`src/rtl/commit_fifo.sv`:
```
// Small synchronous FIFO buffering one harness's committed instructions.
// A push while full is written only if a pop frees a slot on the same edge;
// the caller is responsible for flagging a dropped push.
module commit_fifo #(
    parameter int DEPTH = 16
) (
    input  logic        clock,
    input  logic        reset,
    input  logic        push,
    input  logic [31:0] push_data,
    input  logic        pop,
    output logic [31:0] head,
    output logic        empty,
    output logic        full
);
    localparam int AW = $clog2(DEPTH);
    localparam int CW = AW + 1;

    logic [31:0]   mem [DEPTH];
    logic [AW-1:0] wr_ptr;
    logic [AW-1:0] rd_ptr;
    logic [CW-1:0] count;
    logic          do_push;
    logic          do_pop;

    assign empty   = (count == '0);
    assign full    = (count == CW'(DEPTH));
    assign do_pop  = pop && !empty;
    assign do_push = push && (!full || do_pop);
    assign head    = mem[rd_ptr];

    // Storage write; contents need no reset because count gates every read.
    always_ff @(posedge clock) begin
        if (do_push) begin
            mem[wr_ptr] <= push_data;
        end
    end

    // Pointer and occupancy bookkeeping.
    always_ff @(posedge clock or negedge reset) begin
        if (!reset) begin
            wr_ptr <= '0;
            rd_ptr <= '0;
            count  <= '0;
        end else begin
            if (do_push) wr_ptr <= wr_ptr + AW'(1);
            if (do_pop)  rd_ptr <= rd_ptr + AW'(1);
            case ({do_push, do_pop})
                2'b10:   count <= count + CW'(1);
                2'b01:   count <= count - CW'(1);
                default: count <= count;
            endcase
        end
    end

endmodule

```
`config.mk`:
```
export PLATFORM = sky130hd
export DESIGN_NAME = commit_fifo
export DESIGN_NICKNAME = d
export VERILOG_FILES = /design/src/rtl/commit_fifo.sv
export SDC_FILE = /design/constraint.sdc
export NUM_CORES = 1
export LEC_CHECK = 0
export CAP_MARGIN = 20
export CORE_MARGIN = 1.5
export CORE_UTILIZATION = 55
export DETAILED_ROUTE_END_ITERATION = 10
export PLACE_DENSITY_LB_ADDON = 0.2
export RECOVER_POWER = 100
export SLEW_MARGIN = 40
export SYNTH_ARGS = -nofsm -noshare
export SYNTH_HDL_FRONTEND = slang
export SYNTH_SLANG_ARGS = --single-unit
```
`constraint.sdc`:
```
create_clock -name clock -period 3.4 [get_ports clock]
set_clock_uncertainty 0.2 [all_clocks]
set_input_delay 0.68 -clock clock [delete_from_list [all_inputs] [get_ports clock]]
set_output_delay 0.68 -clock clock [all_outputs]
set_load 0.01 [all_outputs]
```
# Word level (Yosys, flattened, before mapping)
# Memories as Yosys holds them, arrays and structs flattened.
# Index checks and enable logic that the tools add are counted.
# Widths: inputs -> output; s select.
# totals
word_cells	21
inputBits	36
memories	1
ramBits	512
output_inout_bits	34
register_bits	13
# mem_list
memory	depth	width	read_ports	rd_clocked_by_memory_dff	wr	line_no	text
mem	16	32	1	0	1	19	logic [31:0] mem [DEPTH];
# op_classes
muxes	3
n_addsub	4
reduce_logical	7
eq_ne	3
# ops
op	n
$pmux 5 s2	1
$add 4x1->4 const B	2
$add 5x1->5 const B	1
$eq 5x5->1 const B	1
$logic_not 5->1	1
$sub 5x1->5 const B	1
$eq 2x1->1 const B	1
$eq 2x2->1 const B	1
$logic_and 1x1->1	2
$logic_not 1->1	2
$mux 1	2
$reduce_bool 2->1	1
$logic_or 1x1->1	1

# Depth between registers and ports, before layout
# logic_depth
word_depth	7
ltp_mapped	9

# Worst setup path before layout
# Ideal clock, no wire load.
# synth_path
kind	input-to-reg
start	input port pop
end	memory mem[11][0] (enable)
arrival_time_ns	3.549
path_slack_ns	-0.810
n_path_buf	1
setup_time_ns	0.461
cell_stages	5
t_required_ns	2.739
path_cell_list	clkbuf_1 -> nor2b_1 -> nand2_1 -> nand2_1 -> nor3_1
# synth_between
elab_chain_len	5
# synth_lines
element	line_no	text
from (decl)	11	input logic pop,
$logic_and 1x1->1	28	assign do_pop = pop && !empty;
$logic_or 1x1->1	29	assign do_push = push && (!full || do_pop);
$logic_and 1x1->1	29	
$mux 1	34	if (do_push) begin
$mux 1 (implied by the code)	35	mem[wr_ptr] <= push_data;
to (decl)	19	
# No other way between the ends.

# Worst setup path after layout
# layout_path
start	register rd_ptr[0]
end	output port head[18]
# layout_between
elab_chain_len	1
# layout_lines
element	line_no	text
from (decl)	21	logic [AW-1:0] rd_ptr;
from (signal assigned)	47	if (do_pop) rd_ptr <= rd_ptr + AW'(1);
$mem_v2 16x32	--	
to (decl)	12	output logic [31:0] head,
# No other way between the ends.

==> out/metrics.csv <==
stage,metric,value,unit
route,ant_nets,0,
grt,grtUsageTotal,24.22,%
synth,syn_area_per_cell,22.34,µm²
cells_and_area,area_growth,20.27,%
status,violations,design-rule violations,
cts,hold_buffers,0,
synth,ys_ff_latch,525,
cells_and_area,multiInputGateArea,4459,µm²
synth,synth_edf_count,512,
cells_and_area,final_nets,1119,
timing,worstMarginPinSlew,1.295,ns
die,die_w,194.0,µm
timing,hold_violations,0,
synth,synth_ff_type,edfxtp_1,
grt,overflow,0,
worst_setup_path,path_class,flip-flop to output pin,
grt,grt_pass1_vias,10310,
cts,clk_latency,0.57,ns
route,wl_per_cell,28.31,µm
power_and_ir_drop,vdd_drop_max,0.6097,mV
route,wl_met2,22250,µm
route,drc,6,
timing,max_freq,296.0,MHz
synth,synth_cell_types,39,
route,dr.pass1.iters,8,
route,routed_via_density,6.249,
route,wirelength,44600,µm
route,wl_met3,2722,µm
placement,dp.cells,1419,
grt,grt_max_degree,49,
placement,place_hpwl,21450,µm
cts,htree_levels,2,
cts,cts_buffers,52,
worst_setup_path,r2r_setup_slack,0.41,ns
synth,synth_seq_area_share,78.27,%
cells_and_area,layout_common_cells,"512 x edfxtp_1, 128 x mux4_2, 55 x clkbuf_16",
cts,clockBufferDepth,3,
synth,synthCells,898,
cells_and_area,regArea,15710,µm²
route,drt-initial-drc-count,870,
cells_and_area,fin_cells,1575,
synth,ys.warnings.count,0,
cells_and_area,mostFrequentLayoutCell,edfxtp_1,
worst_setup_path,end_kind,output pin,
die,start_util,56.12,%
timing,rsz0062_at_grt,true,
cts,cts-root-buf,clkbuf_16,
route,highest_layer,met5,
timing,min_period,3.379,ns
timing,slew_headroom,13.68,%
worst_setup_path,start_kind,flip-flop,
grt,grt_pass1_wl,65940,µm
die,io_pins,70,
timing,setup_violations,0,
worst_setup_path,required,2.52,ns
synth,syn-num-nets,943,
die,fp-row-count,69,
cts,cts.sinks,525,
route,wl_met1,18780,µm
grt,antenna_found_initial,3,
die,core,35740,µm²
cts,cts_tree,built,
min_path,min_path_cells,1,
synth,syn_area,20060,µm²
placement,io_buffer_count,69,
worst_setup_path,ff2ff_path_depth,5,
power_and_ir_drop,powerDensity,862.4,nW/µm²
timing,report.final.slew_viol_count,0,
worst_setup_path,cp.arrival,2.50,ns
cells_and_area,nFillCells,2263,
power_and_ir_drop,p_leak,7.881,nW
cts,cts.clk_slew.worst_paths,0.06,ns
die,die_area,37630,µm²
job,maxCapViolations,0,
status,status,"complete, but fails checks",
min_path,min_path_type,flip-flop to flip-flop,
power_and_ir_drop,finalPower,0.02081,W
cells_and_area,layout-drive-gt1-share,34.98,%
synth,async_flop_share,2.476,%
die,die_h,194.0,µm
placement,gp_congestion,0.7352,
timing,finalCritPeriodShare,99.37,%
worst_setup_path,crit_fanout,13,
route,via_count,9842,
==> area by class of cell <==
cell class / count / share of cell area (%)
Antenna cell: 2 / 0.02075
Multi-Input combinational cell: 318 / 18.48
Inverter: 7 / 0.1089
Tap cell: 461 / 2.391
Timing Repair Buffer: 170 / 7.100
Clock buffer: 61 / 5.705
Clock inverter: 31 / 1.079
Sequential cell: 525 / 65.11
==> worst paths after layout <==
| path | from | to |
|---|---|---|
| worst max register to register | count[1] | mem[3][15] |
| max in group asynchronous | reset | rd_ptr[0] |
| min in group asynchronous | reset | count[4] |
| worst min register to register | wr_ptr[0] | wr_ptr[0] |
| worst max-delay path | rd_ptr[0] | head[18] |
| worst min-delay path | wr_ptr[0] | wr_ptr[0] |
==> through the flow <==
stage          instance area [µm²]  util, %  TNS [ns]  hold WS [ns]  setup slack [ns]
6_report                     24120    67.50         0        0.3552           0.02129
5_1_grt                      24120    67.49   -0.2067        0.3763          -0.03534
4_1_cts                      24050    67.28   -0.5703        0.3338           -0.1156
3_5_place_dp                 21880    61.21         0        0.3484            0.2591
3_3_place_gp                 21880    61.21         0        0.3319            0.2685
2_1_floorplan                20070        -    -77.77        0.1844           -0.8101
==> routing by layer <==
metal  vias to the layer above  track usage, %
li1                       4150               -
met1                      5274           34.13
met2                       356           40.05
met3                        60           3.862
met4                         2           6.626
met5                         -               0
==> synth_stat cells, types with 2 or more instances <==
library cell | instances | area [µm²]
edfxtp_1 | 512 | 15370
mux4_2 | 128 | 2883
a22oi_1 | 64 | 480.5
nand2_1 | 44 | 165.2
clkbuf_1 | 26 | 97.59
buf_2 | 15 | 75.07
nor2_1 | 15 | 56.30
dfrtp_1 | 13 | 325.3
xnor2_1 | 9 | 78.83
ha_1 | 8 | 100.1
buf_1 | 7 | 26.28
inv_1 | 7 | 26.28
nand2b_1 | 7 | 43.79
nor3_1 | 7 | 35.03
nand3_1 | 5 | 25.02
nor2b_1 | 4 | 25.02
a21oi_1 | 3 | 15.01
a21o_1 | 2 | 15.01
a22o_1 | 2 | 17.52
==> kinds of logic after synthesis <==
logic type,share of synthesized area [%]
XOR/XNOR,0.4367
AO/OA/AOI/OAI,3.000
buffers and inverters,1.123
multiplexers,14.66
AND/OR/NAND/NOR,1.909
adder cells (fa/ha/maj),0.5988
flip-flops,78.27
==> sequential cells by signal, summed over array words and instances, names as in the netlist <==
| register | cells |
|---|---|
| rd_ptr | 4 |
| wr_ptr | 4 |
| count | 5 |
| mem | 512 |
==> what timing repair did <==
item                       in CTS  in global routing
resized for setup             133                 52
setup endpoints to repair      32                 28
pin swaps                      18                 28
hold endpoints to repair        0                  0
buffers inserted               29                 29
gates cloned                    7                  2
==> worst max-delay path: stages, from the launching register on <==
cell and delay [ns]:
dfrtp_4 0.49, buf_12 0.16, buf_16 0.16, buf_4 0.14, mux4_2 0.42, a22oi_2 0.19
nand2_1 0.07, dlygate4sd2_1 0.28
==> power by group <==
part	switching, W	leakage, nW	internal, W
logic	0.00365	2.30	0.00355
clock network	0.00234	0.800	0.00318
registers	0.000256	4.78	0.00783
total	0.00625	7.88	0.0146
Note: power is estimated with default switching activity, not from simulation.
